$ cat src/rtl/ex_trap_arbiter.sv
// ex_trap_arbiter: shares the core's single external-interrupt handshake among
// SRC_NUM interrupt sources. Each raw line is synchronised, rising-edge
// detected and latched as pending; a round-robin scheduler presents one
// request at a time to the core and reports which source was serviced.

module ex_trap_arbiter #(
  parameter  int SRC_NUM     = 4,
  parameter  int SYNC_STAGES = 2,
  localparam int ID_W        = $clog2(SRC_NUM)
) (
  input  logic               clk,
  input  logic               rst,
  input  logic [SRC_NUM-1:0] src_irq_i,
  input  logic [SRC_NUM-1:0] src_en_i,
  input  logic [SRC_NUM-1:0] pend_clr_i,
  output logic               core_ex_trap_valid_o,
  input  logic               core_ex_trap_ready_i,
  output logic [ID_W-1:0]    trap_id_o,
  output logic               trap_id_vld_o,
  output logic [SRC_NUM-1:0] pend_o
);

  typedef enum logic [1:0] {
    ST_IDLE = 2'd0,
    ST_REQ  = 2'd1,
    ST_DONE = 2'd2
  } state_e;

  // ---------------------------------------------------------------------------
  // Synchroniser and edge detection
  // ---------------------------------------------------------------------------
  logic [SYNC_STAGES-1:0][SRC_NUM-1:0] sync_q;
  logic [SRC_NUM-1:0]                  synced;
  logic [SRC_NUM-1:0]                  prev_q;
  logic [SRC_NUM-1:0]                  rise_q;

  assign synced = sync_q[SYNC_STAGES-1];

  // Shift the raw IRQ lines through the synchroniser chain.
  // NOTE: the chain is cleared on reset so that a line held high across reset
  // release is seen as a fresh 0->1 transition and produces exactly one rise.
  always_ff @(posedge clk) begin
    if (rst) begin
      sync_q <= '0;
    end else begin
      sync_q <= {sync_q[SYNC_STAGES-2:0], src_irq_i};
    end
  end

  // Remember the previous synced level and register the one-cycle rise pulse.
  // NOTE: state is updated with <= so every flop samples pre-edge values;
  // with = the rise would compare synced against its own new value.
  always_ff @(posedge clk) begin
    if (rst) begin
      prev_q <= '0;
      rise_q <= '0;
    end else begin
      prev_q <= synced;
      rise_q <= synced & ~prev_q;
    end
  end

  // ---------------------------------------------------------------------------
  // Pending vector
  // ---------------------------------------------------------------------------
  logic [SRC_NUM-1:0] pend_q;
  logic [SRC_NUM-1:0] pend_d;
  logic [SRC_NUM-1:0] pend_set;
  logic [SRC_NUM-1:0] pend_clr;
  logic [SRC_NUM-1:0] accept_mask;
  logic [SRC_NUM-1:0] elig;

  state_e            state_q;
  state_e            state_d;
  logic              valid_q;
  logic              valid_d;
  logic [ID_W-1:0]   trap_id_q;
  logic [ID_W-1:0]   trap_id_d;
  logic              trap_id_vld_q;
  logic              trap_id_vld_d;
  logic [ID_W-1:0]   ptr_q;
  logic [ID_W-1:0]   ptr_d;
  logic              accept;

  assign accept      = (state_q == ST_REQ) && core_ex_trap_ready_i;
  assign accept_mask = accept ? (SRC_NUM'(1) << trap_id_q) : '0;
  assign pend_set    = rise_q & src_en_i;
  assign pend_clr    = pend_clr_i | accept_mask;
  assign elig        = pend_q & src_en_i;

  // Clear first, then set, so a rise in the same cycle as a clear wins.
  always_comb begin
    pend_d = (pend_q & ~pend_clr) | pend_set;
  end

  // Pending register.
  always_ff @(posedge clk) begin
    if (rst) begin
      pend_q <= '0;
    end else begin
      pend_q <= pend_d;
    end
  end

  // ---------------------------------------------------------------------------
  // Round-robin pick: first eligible source at or after ptr_q, wrapping.
  // ---------------------------------------------------------------------------
  logic            pick_found;
  logic [ID_W-1:0] pick_id;
  int              idx;

  // Scan all sources starting from the pointer, keep the first hit.
  // NOTE: every variable gets a default before the loop; otherwise a path that
  // finds nothing would leave it unassigned and infer a latch.
  always_comb begin
    pick_found = 1'b0;
    pick_id    = ptr_q;
    idx        = 0;
    for (int i = 0; i < SRC_NUM; i++) begin
      idx = int'(ptr_q) + i;
      if (idx >= SRC_NUM) begin
        idx = idx - SRC_NUM;
      end
      if (!pick_found && elig[idx[ID_W-1:0]]) begin
        pick_found = 1'b1;
        pick_id    = ID_W'(idx);
      end
    end
  end

  // ---------------------------------------------------------------------------
  // Handshake FSM
  // ---------------------------------------------------------------------------

  // Next-state and registered-output logic for the request handshake.
  always_comb begin
    state_d       = state_q;
    valid_d       = valid_q;
    trap_id_d     = trap_id_q;
    trap_id_vld_d = 1'b0;
    ptr_d         = ptr_q;
    unique case (state_q)
      ST_IDLE: begin
        // ready is deliberately ignored here: only a raised valid can accept.
        if (pick_found) begin
          trap_id_d = pick_id;
          valid_d   = 1'b1;
          state_d   = ST_REQ;
        end
      end
      ST_REQ: begin
        // The request is never withdrawn once raised, even if its source is
        // cleared or masked meanwhile.
        if (core_ex_trap_ready_i) begin
          valid_d       = 1'b0;
          trap_id_vld_d = 1'b1;
          if (int'(trap_id_q) == SRC_NUM - 1) begin
            ptr_d = '0;
          end else begin
            ptr_d = trap_id_q + ID_W'(1);
          end
          state_d = ST_DONE;
        end
      end
      ST_DONE: begin
        // Wait for the core to drop ready before offering the next request.
        if (!core_ex_trap_ready_i) begin
          state_d = ST_IDLE;
        end
      end
      default: begin
        valid_d = 1'b0;
        state_d = ST_IDLE;
      end
    endcase
  end

  // FSM state and registered handshake outputs.
  always_ff @(posedge clk) begin
    if (rst) begin
      state_q       <= ST_IDLE;
      valid_q       <= 1'b0;
      trap_id_q     <= '0;
      trap_id_vld_q <= 1'b0;
      ptr_q         <= '0;
    end else begin
      state_q       <= state_d;
      valid_q       <= valid_d;
      trap_id_q     <= trap_id_d;
      trap_id_vld_q <= trap_id_vld_d;
      ptr_q         <= ptr_d;
    end
  end

  assign core_ex_trap_valid_o = valid_q;
  assign trap_id_o            = trap_id_q;
  assign trap_id_vld_o        = trap_id_vld_q;
  assign pend_o               = pend_q;

endmodule

$ cat config.mk
export PLATFORM = sky130hd
export DESIGN_NAME = ex_trap_arbiter
export DESIGN_NICKNAME = d
export VERILOG_FILES = /design/src/rtl/ex_trap_arbiter.sv
export SDC_FILE = /design/constraint.sdc
export NUM_CORES = 1
export LEC_CHECK = 0
export BUFFER_PORTS_ARGS = -buffer_cell sky130_fd_sc_hd__buf_2
export CAP_MARGIN = 20
export CORE_MARGIN = 1.5
export CORE_UTILIZATION = 52
export CTS_CLUSTER_SIZE = 24
export DETAILED_ROUTE_END_ITERATION = 12
export PLACE_DENSITY = 0.88
export REMOVE_ABC_BUFFERS = 1
export SETUP_SLACK_MARGIN = 0.3
export SLEW_MARGIN = 10
export SYNTH_ARGS = -nofsm -noshare
export SYNTH_HDL_FRONTEND = slang
export SYNTH_SLANG_ARGS = --single-unit
$ cat constraint.sdc
create_clock -name clk -period 1.34 [get_ports clk]
set_input_delay 0.134 -clock clk [delete_from_list [all_inputs] [get_ports clk]]
set_output_delay 0.134 -clock clk [all_outputs]
set_load 0.02 [all_outputs]
; ---- Yosys cells after proc, flatten, opt, wreduce, memory -nomap -nowiden
; Cells that the tools add are included.
[op_classes]
order_cmp = 8
muxes = 30
add_sub_neg = 8
bitwise = 10
reduce_logical = 13
eq_ne = 6
shifts = 1
[ops]
columns = operator, n
row1 = $mux W2, 12
row2 = $and A4 B4 Y4, 4
row3 = $lt A2 B3 Y1 const B, 4
row4 = $mux W1, 11
row5 = $ge A3 B3 Y1 const B, 3
row6 = $bmux W1 S2, 4
row7 = $not A4 Y4, 2
row8 = $or A4 B4 Y4, 2
row9 = $sub A2 B1 Y2 const B, 4
row10 = $add A2 B2 Y3 const B, 2
row11 = $ne A2 B2 Y1 const B, 3
row12 = $pmux W2 S3, 1
row13 = $reduce_and A3 Y1, 2
row14 = $eq A2 B1 Y1 const B, 2
row15 = $logic_and A1 B1 Y1, 4
row16 = $mux W4, 1
row17 = $reduce_and A2 Y1, 2
row18 = $shl A1 B2 Y4 const A, 1
row19 = $add A2 B1 Y3 const B, 1
row20 = $ge A2 B3 Y1 const B, 1
row21 = $logic_not A1 Y1, 3
row22 = $pmux W1 S3, 1
row23 = $add A2 B1 Y2 const B, 1
row24 = $eq A2 B2 Y1 const B, 1
row25 = 3 further kinds, 4
[totals]
ff_bits = 28
output_inout_bits = 8
inputBits = 15

; ---- Longest topological paths before layout
; Gate-level depths: netlist of run 1.
[logic_depth]
depth_word = 16
depth_mapped = 6
mapped_depth_nobuf = 5

; ---- Worst setup path after synthesis of run 1
; No wires, ideal clock.
[synth_timing]
kind = register to register
start = register pend_q[0], in the netlist pend_o[0]
end = register trap_id_q[1], in the netlist trap_id_o[1]
stages_incl_launch_ff = 5
setup_slack_ps = -9
t_required_ps = 1216
t_arrival_ps = 1225
cell_sequence = dfxtp_1 nand2_2 a32o_2 a221oi_2 o31ai_1
[synth_between]
elab_chain_cells = 14
elab_cells_between_ends = 24
cone_classes = 16 x mux / 1 x bitwise / 7 x reduce/logical
[synth_lines]
columns = item, line
row1 = start: declaration, 66  ; logic [SRC_NUM-1:0] pend_q;
row2 = start signal: assignment, 101  ; pend_q <= pend_d;
row3 = $and A4 B4 Y4 *, 89  ; assign elig = pend_q & src_en_i;
row4 = $bmux W1 S2, 124  ; if (!pick_found && elig[idx[ID_W-1:0]]) begin
row5 = $mux W1 (not written as such), 124
row6 = $mux W1, 124
row7 = $logic_not A1 Y1, 124
row8 = $logic_and A1 B1 Y1, 124
row9 = $mux W1, 124
row10 = $logic_not A1 Y1, 124
row11 = $logic_and A1 B1 Y1, 124
row12 = $mux W1, 124
row13 = $logic_not A1 Y1, 124
row14 = $logic_and A1 B1 Y1, 124
row15 = $mux W1, 124
row16 = $reduce_and A2 Y1 (no line), --
row17 = end signal: assignment, 189  ; trap_id_q <= trap_id_d;
row18 = end: declaration, 77  ; logic [ID_W-1:0] trap_id_q;
; Every way passes the cells marked *; elsewhere a longest branch is shown, timed or not. The select of a mux whose other input is x is not followed.
; A chain may end at the register's enable or synchronous reset.

; ---- Final worst setup path of run 1
; Same ends and word-level chain as after synthesis.

==> results of run 1 <==
==> power by group through the flow <==
stage	Combinational [W]	Clock, W	Sequential, W
after floorplan	0.0000353	0	0.000888
after global placement	0.0000852	0	0.000884
after detailed placement	0.0000875	0	0.000885
after CTS	0.0000955	0.000552	0.000857
after global routing	0.000116	0.000581	0.000857
final	0.000107	0.000540	0.000854
==> worst paths after layout <==
check | to | slack [ps] | cells after the start
min | sync_q[2] | 20 | 2
max | trap_id_o[1] | 170 | 4
min reg2reg | rise_q[1] | 390 | 1
max reg2reg | trap_id_o[1] | 170 | 4
==> worst max-delay path: stages (launching register included) <==
cell	delay [ps]
dfxtp_4	420
nand2_4	80
a32o_2	250
a221oi_2	250
o31ai_1	90
==> cell families (layout without fill, tap and decap cells) <==
kind of cell,count (synthesis),count (layout),share of synthesized area
compound gates,28,28,0.168
xor+xnor,1,1,0.00790
fa+ha+maj,4,4,0.0451
buf+inv,8,37,0.0305
flops,28,28,0.506
simple gates,48,48,0.243
==> metrics by stage <==
step	instance area, sq um	setup slack [ps]	hold slack, ps
after CTS	1380	206	3.51
after global placement	1240	81.6	344
after floorplan	1090	-9.27	203
after global routing	1440	128	0.826
after detailed placement	1240	73.3	349
final	1440	171	15.3
==> final cells by class <==
| class | instances | area, sq um |
|---|---|---|
| sequential | 28 | 592 |
| inverter | 3 | 11.3 |
| clock buffer | 3 | 22.5 |
| clock inverter | 1 | 30.0 |
| tap | 27 | 33.8 |
| timing repair buffer | 30 | 201 |
| multi-input combinational | 81 | 549 |
| fill | 138 | 542 |
==> layer usage <==
metal | wire length, microns | global-route usage | vias up
li1 | - | - | 464
met1 | 1050 | 0.261 | 433
met2 | 1170 | 0.356 | 33
met3 | 111 | 0.0491 | 2
met4 | 10 | 0.0429 | 0
met5 | 0 | 0 | -
==> repair_timing <==
action                                 in CTS  in global routing
resized for setup                          25                 12
endpoints found under the hold margin       0                  3
buffers inserted                            2                  1
pin swaps                                  13                  2
setup endpoints to repair                  16                 16
hold buffers                                0                  3
==> synthesized netlist by cell type, drive strengths merged, types with 2 or more instances <==
library cell | count | share of area
nand2 | 9 | 0.033
ha | 4 | 0.045
nand3 | 2 | 0.0090
a21oi | 15 | 0.068
nand2b | 4 | 0.023
clkbuf | 2 | 0.0068
buf | 3 | 0.014
nor2b | 16 | 0.090
nor2 | 7 | 0.024
nor3 | 2 | 0.0090
o21ai | 3 | 0.014
dfxtp | 28 | 0.51
inv | 3 | 0.010
and3b | 2 | 0.016
o211ai | 2 | 0.014
==> sequential cells by signal, indices dropped and copies added (netlist names) <==
register	count
trap_id_vld_o	1
state_q	2
rise_q	4
core_ex_trap_valid_o	1
trap_id_o	2
synced	4
ptr_q	2
sync_q	4
pend_o	4
prev_q	4
==> results.md, run 1 <==
- Status: finished, final reports clean
- Initial antenna violation count: 0
- Worst-margin pin slew: 448 ps
- TritonCTS Buffers: 3
- DP HPWL: 1.44 mm
- Clock Power Share: 0.360
- Reg-to-Reg Start: pend_o[0]
- TritonCTS clock tree: built
- Clk_skew: 7.06 ps
- Synth Flop Type: dfxtp_1
- Vias in the first global route: 830
- Synth Cell Area: 1110 sq um
- Synth cell types: 31
- H-tree depth: 1
- Final #Nets: 166
- I/O Buffers: 22
- Util after Layout: 0.727
- Clock tree buffer depth: 2
- First-pass GRT wire length: 3.80 mm
- Combinational power share: 0.071
- EDFF count, synth: 0
- Setup_tns: 0 ps
- Minimum clock period: 1170 ps
- Critical path startpoint: pend_o[0]
- DRT Pass-1 Iters: 4
- Fmax: 855 MHz
- 1st-iter DRT viols: 14
- Die H: 49.2 microns
- Drc violations: 0
- Final Hold Fails: 0
- Sw Ratio: 0.202
- Critical path class: reg2reg
- Pin count of the biggest net entering global routing: 26
- Synth-to-layout area growth: 29.9%
- Cells after synthesis: 117
- PwrDens: 1040 nW/um^2
- Sw power: 0.000302 W
- Design Power: 0.00150 W
- Via count: 932
- Min-delay worst type: in2reg
- Share of post-route cells with drive strength above 1: 0.384
- Average size of a mapped cell: 9.47 sq um
- Min-delay src: src_irq_i[2]
- Vias per cell: 5.39
- Gr usage total: 0.206
- Fin crit share: 0.872
- Clock root cell: clkbuf_4
- DRT antenna net count: 0
- Diodes inserted: 0
- CP Max Fanout: 6
- WP data arrival: 1400 ps
- Max_slew headroom: 0.701
- Final Instance Count excl. Fillers: 173
- Die area: 2420 sq um
- DRT Wirelength: 2.34 mm
- Final Max Tran Viols: 0
- Clock-pin slew on the worst setup and hold paths: 150 ps
- Initial Util: 0.559
- I/O Pins: 23
- Async set-reset flop share out of synthesis: 0
- RePlAce Congestion: 0.925
- Synth warn: 0
- # Max-Cap Violations: 0
- CTS sink cnt: 28
- Worst-Skew Late Latency: 320 ps
- WL/cell: 13.5 microns
- Sequential share of the synthesized area: 0.506
- Die width: 49.2 microns
- Most common cell after layout, fill and taps aside: dfxtp_1
- Leak Pwr: 0.598 nW
- Worst setup SP type: register
- Endpoint type of the worst setup path: register
- FF+latch count, synth: 28
- Final Setup Violations: 0
- GRT overflow: 0
- Most frequent cells in the layout: dfxtp_1, buf_2, nor2b_1, a21oi_1, dfxtp_4
- Row cnt: 16
- Dpl cells: 163
- Core box area: 1980 sq um
- Reg power frac: 0.569
- Req. time, crit path: 1570 ps
- P_int: 0.00120 W
- Max VDD drop: 0.000951 V
- RSZ-0062 raised after global routing: yes
Power figures use the tool's default switching activity.
==> run 2, diff against run 1 <==
==> constraint.sdc (replaced) <==
create_clock -name clk -period 1.34 [get_ports clk]
set_input_delay 0.335 -clock clk [delete_from_list [all_inputs] [get_ports clk]]
set_output_delay 0.335 -clock clk [all_outputs]
set_load 0.02 [all_outputs]
==> run 2 against run 1 <==
  * Utilization increased by 7.1 points
  * Maximum frequency decreased by 7.1%
  * Sequential power about the same
  * Critical path type unchanged
  * Critical endpoint is now trap_id_o[0]
  * Largest power group unchanged
  * Clock power increased by 3%
  * Final cell count increased by 2.9%
  * Critical path depth increased by 1
  * Sequential cell count unchanged
==> results.md, run 2 (synthesized netlist as in run 1, its figures left out) <==
- Slowest cell on crit path: dfxtp_4
- Core box area: 1980 sq um (unchanged)
- Minimum clock period: 1260 ps (+89.8 ps)
- Initial Util: 0.559 (unchanged)
- CP bufs+invs: 1 (+1)
- Vias per cell: 5.50 (+2.1%)
- Min-delay worst type: in2reg
- Share of post-route cells with drive strength above 1: 0.510 (+0.126)
- Leak Pwr: 0.644 nW (+7.8%)
- Vias in the first global route: 974 (+17%)
- Sw Ratio: 0.213 (+0.0115)
- Reg2reg setup slack: 80 ps (-90 ps)
- Top delay family on crit path: compound AO/OA/AOI/OAI gates
- Combinational power share: 0.074 (+0.003)
- TritonCTS Buffers: 3 (unchanged)
- Die width: 49.2 microns (unchanged)
- DP HPWL: 1.47 mm (+1.9%)
- Most common cell after layout, fill and taps aside: dfxtp_1
- Clock root cell: clkbuf_4
- First-pass GRT wire length: 4.37 mm (+15%)
- Sw power: 0.000325 W (+7.4%)
- Status: finished, final reports clean
- Max incr delay on CP: 390 ps (-30 ps)
- DRT Wirelength: 2.62 mm (+12%)
- H-tree depth: 1 (unchanged)
- Via count: 979 (+5.0%)
- RSZ-0062 raised after global routing: yes
- Reg power frac: 0.561 (-0.008)
- Row cnt: 16 (unchanged)
- Fin crit share: 0.939 (+0.0670)
- Worst setup SP type: register
- Max_slew headroom: 0.691 (-0.0103)
- Worst-Skew Late Latency: 330 ps (about the same)
- Final #Nets: 171 (+3.0%)
- Pin count of the biggest net entering global routing: 26 (unchanged)
- Setup_tns: 0 ps (unchanged)
- # Max-Cap Violations: 0 (unchanged)
- Fmax: 794 MHz (-7.1%)
- Diodes inserted: 0 (unchanged)
- Final Hold Fails: 0 (unchanged)
- Initial antenna violation count: 0 (unchanged)
- Endpoint type of the worst setup path: register
- GRT overflow: 0 (unchanged)
- Clock-pin slew on the worst setup and hold paths: 160 ps (about the same)
- CTS sink cnt: 28 (unchanged)
- 1st-iter DRT viols: 18 (+4)
- Critical path class: reg2reg
- Clock tree buffer depth: 2 (unchanged)
- Clock Power Share: 0.365 (+0.005)
- I/O Buffers: 22 (unchanged)
- DRT Pass-1 Iters: 4 (unchanged)
- Max VDD drop: 0.00129 V (+36%)
- Die area: 2420 sq um (unchanged)
- Hold Slack: 213 ps (+198 ps)
- Worst-path cell chain: buf_6 > a22oi_2 > a311o_2 > nand2_1 > a21oi_1
- P_int: 0.00120 W (+0.15%)
- DRT antenna net count: 0 (unchanged)
- Synth-to-layout area growth: 42.6%
- Final Max Tran Viols: 0 (unchanged)
- Worst-margin pin slew: 464 ps (+15.5 ps)
- Gr usage total: 0.237 (+0.0309)
- TritonCTS clock tree: built
- RePlAce Congestion: 0.921 (-0.37%)
- Final Setup Violations: 0 (unchanged)
- CP Max Fanout: 4 (-2)
- Most frequent cells in the layout: dfxtp_1, nor2b_1, buf_2, buf_6, buf_4
- # hold bufs at CTS: 0 (unchanged)
- Drc violations: 0 (unchanged)
- Clk_skew: 18.9 ps (+11.8 ps)
- Req. time, crit path: 1610 ps (+40 ps)
- WP data arrival: 1530 ps (+130 ps)
- WL/cell: 14.7 microns (+8.8%)
- PwrDens: 965 nW/um^2 (-7.4%)
- I/O Pins: 23 (unchanged)
- Die H: 49.2 microns (unchanged)
[run 2: cell count changes in the layout (fill, tap and decap cells not counted), sizes merged]
cell	delta
dlygate4sd3	-3
buf	+8
[run 2: what timing repair did]
item	4_1_cts	5_1_grt
resized for setup	55	8
setup endpoints to repair	18	18
setup buffers	8	2
gates cloned	0	0
pin swaps	10	7
[run 2: path summary, 6_finish.rpt]
| check | start | cells past startpoint | endpoint |
|---|---|---|---|
| worst max-delay path | pend_o[3] | 5 | trap_id_o[0] |
| worst max register to register | pend_o[3] | 5 | trap_id_o[0] |
| worst min-delay path | src_irq_i[2] | 2 | sync_q[2] |
| worst min register to register | prev_q[0] | 1 | rise_q[0] |
[run 2: metrics by stage]
stage / power [W] / util / cell area, sq um / worst slack, ps / std cells
detailed placement: 0.000972 / 0.632 / 1250 / 1.84 / 164
global route: 0.00157 / 0.797 / 1580 / 34.0 / 178
floorplan: 0.000923 / - / 1090 / -9.27 / 112
finish: 0.00152 / 0.797 / 1580 / 81.1 / 178
global placement: 0.000969 / 0.632 / 1250 / 42.7 / 164
CTS: 0.00152 / 0.770 / 1530 / 84.4 / 176
[run 2: power by group through the flow]
stage / Sequential, W / Clock, W / Combinational [W]
after floorplan: 0.000888 / 0 / 0.0000353
after global placement: 0.000885 / 0 / 0.0000840
after detailed placement: 0.000886 / 0 / 0.0000866
after CTS: 0.000856 / 0.000560 / 0.000105
after global routing: 0.000859 / 0.000590 / 0.000123
final: 0.000855 / 0.000557 / 0.000113
[run 2: routing by layer]
| layer | part of all wire | global-route usage | vias to the layer above |
|---|---|---|---|
| met5 | 0 | 0 | - |
| met4 | 0.022 | 0.0857 | 0 |
| met3 | 0.050 | 0.0583 | 5 |
| met2 | 0.51 | 0.401 | 40 |
| met1 | 0.42 | 0.291 | 463 |
| li1 | - | - | 471 |
[run 2: layout make-up]
cell class                      count  area (sq um)
Multi-Input combinational cell     81           619
Sequential cell                    28           594
Fill cell                         118           402
Timing Repair Buffer               35           267
Tap cell                           27          33.8
Clock inverter                      1          30.0
Clock buffer                        3          22.5
Inverter                            3          13.8
[run 2: worst reg2reg max path, cell delays in order, from the launching register on]
cell and delay (ps):
dfxtp_4 390, buf_6 120, a22oi_2 240, a311o_2 270
nand2_1 50, a21oi_1 130
==> run 3, diff against run 2 <==
- CORE_UTILIZATION: 52 -> 53
- PLACE_DENSITY: 0.88 -> 0.9
- clock period: 1.34 -> 1.57 ns (I/O delays scaled with it)
==> run 3 against run 2 <==
  * Non-clock buffer count down 10
  * Wire length down 17%
  * Die area down 1.8%
  * Worst setup slack better by 240 ps
  * Utilization down 11 points
  * Largest cell class is now flip-flops and latches
  * Largest power group unchanged
  * Highest routed layer unchanged
==> results.md, run 3 (synthesized netlist as in run 1, its figures left out) <==
- Status: finished, final reports clean
- Top delay family on crit path: flip-flops
- I/O Pins: 23 (unchanged)
- Clk_skew: 12.4 ps (-6.49 ps)
- Reg2Reg Depth: 4 (-1)
- Vias in the first global route: 847 (-13%)
- CTS sink cnt: 28 (unchanged)
- I/O Buffers: 22 (unchanged)
- DRT antenna net count: 0 (unchanged)
- Minimum clock period: 1250 ps
- P_int: 0.000849 W (-29%)
- Gr usage total: 0.200 (-0.0377)
- Row cnt: 16 (unchanged)
- DRT Pass-1 Iters: 4 (unchanged)
- Clock Power Share: 0.253 (-0.112)
- Die H: 48.7 microns (-0.88%)
- RePlAce Congestion: 0.867 (-5.9%)
- Combinational power share: 0.072 (-0.002)
- # hold bufs at CTS: 0 (unchanged)
- RSZ-0062 raised after global routing: yes
- Slowest cell on crit path: dfxtp_4
- FILL cells: 179 (+52%)
- Vias per cell: 5.35 (-2.8%)
- Max VDD drop: 0.000594 V (-54%)
- CP Max Fanout: 6 (+2)
- Critical path startpoint: pend_o[2]
- Final Hold Fails: 0 (unchanged)
- CP bufs+invs: 1 (unchanged)
- Worst path depth: 1 (-4)
- Initial Util: 0.565 (+0.00571)
- Initial antenna violation count: 0 (unchanged)
- 1st-iter DRT viols: 14 (-4)
- Diodes inserted: 0 (unchanged)
- Critical path class: reg2out
- H-tree depth: 1 (unchanged)
- DP HPWL: 1.49 mm (+1.3%)
- WP data arrival: 850 ps (-680 ps)
- TritonCTS clock tree: built
- Fin crit share: 0.794
- R2R Path End: trap_id_o[1]
- # Max-Cap Violations: 0 (unchanged)
- Clock tree buffer depth: 2 (unchanged)
- Worst Setup EP: pend_o[2]
- Synth-to-layout area growth: 21.1%
- Sw Ratio: 0.217 (+0.00386)
- Worst setup SP type: register
- Max_slew headroom: 0.730 (+0.0392)
- Reg2reg setup slack: 330 ps (+250 ps)
- Fmax: 802 MHz
- DRT Wirelength: 2.16 mm (-17%)
- Clock-pin slew on the worst setup and hold paths: 140 ps (-20 ps)
- Die width: 48.7 microns (-0.88%)
- PwrDens: 808 nW/um^2 (-16%)
- Final Max Tran Viols: 0 (unchanged)
- Most common cell after layout, fill and taps aside: dfxtp_1
- Worst-margin pin slew: 405 ps (-58.8 ps)
- Pre-CTS worst setup slack: 156 ps (+154 ps)
- Reg power frac: 0.675 (+0.114)
- WL/cell: 13.0 microns (-12%)
- Max incr delay on CP: 420 ps (+30 ps)
- Setup_tns: 0 ps (unchanged)
- Endpoint type of the worst setup path: output pin
- Final #Nets: 161 (-5.8%)
- Via count: 893 (-8.8%)
- Hold Slack: 274 ps (+61.3 ps)
- Share of post-route cells with drive strength above 1: 0.329 (-0.181)
- Die area: 2380 sq um (-1.8%)
- Util after Layout: 0.684 (-0.113)
- Final Instance Count excl. Fillers: 167 (-6.2%)
- Sw power: 0.000235 W (-28%)
- Leak Pwr: 0.561 nW (-13%)
- First-pass GRT wire length: 3.65 mm (-17%)
- Worst-Skew Late Latency: 310 ps (-20 ps)
- TritonCTS Buffers: 3 (unchanged)
- Pin count of the biggest net entering global routing: 26 (unchanged)
- Reg-to-Reg Start: pend_o[2]
- Drc violations: 0 (unchanged)
- GRT overflow: 0 (unchanged)
- Worst-path cell chain: buf_6
- Req. time, crit path: 1180 ps (-430 ps)
- Most frequent cells in the layout: dfxtp_1, buf_2, nor2b_1, a21oi_1
- Core box area: 1960 sq um (-1.0%)
- Final Setup Violations: 0 (unchanged)
- Min-delay worst type: in2reg
- Dpl cells: 161 (-1.8%)
- Clock root cell: clkbuf_4
- Final WS setup: 323 ps (+242 ps)
## run 3: worst min-delay path by stage
stage | from | end | slack [ps] | cells after the start
6_report | src_irq_i[0] | sync_q[0] | 270 | 2
5_1_grt | src_irq_i[2] | sync_q[2] | 260 | 2
4_1_cts | src_irq_i[0] | sync_q[0] | 270 | 2
3_5_place_dp | prev_q[0] | rise_q[0] | 380 | 1
3_3_place_gp | prev_q[0] | rise_q[0] | 370 | 1
2_1_floorplan | prev_q[0] | rise_q[0] | 370 | 1
## run 3: final cells by class
class | count | area, sq um | area share
flip-flops and latches | 28 | 588 | 0.438
multi-input cells | 81 | 527 | 0.392
repair buffers | 25 | 160 | 0.119
well taps | 27 | 33.8 | 0.0252
clock buffers | 3 | 22.5 | 0.0168
inverters | 3 | 11.3 | 0.00839
## run 3: per-stage QoR
stage | instance area [sq um] | power [W]
after detailed placement | 1230 | 0.000829
after global placement | 1230 | 0.000825
final | 1340 | 0.00108
after global routing | 1340 | 0.00114
after CTS | 1280 | 0.00109
after floorplan | 1090 | 0.000788
## run 3: power by group through the flow
stage,Clock [W],Sequential [W],Combinational (W)
3_5_place_dp,0,0.000757,0.0000723
3_3_place_gp,0,0.000756,0.0000698
4_1_cts,0.000284,0.000734,0.0000729
2_1_floorplan,0,0.000758,0.0000301
6_report,0.000274,0.000732,0.0000783
5_1_grt,0.000316,0.000736,0.0000877
## run 3: routing by layer
layer | global-route usage | vias up | routed length (microns)
li1 | - | 453 | -
met1 | 0.238 | 416 | 930
met2 | 0.345 | 20 | 1130
met3 | 0.0278 | 4 | 60
met4 | 0.110 | 0 | 42
met5 | 0 | - | 0
## run 3: timing repair
action,4_1_cts,5_1_grt
gates resized for setup,13,15
gates cloned,0,0
endpoints found under the setup margin,8,13
pin swaps,0,0
buffers inserted,1,2
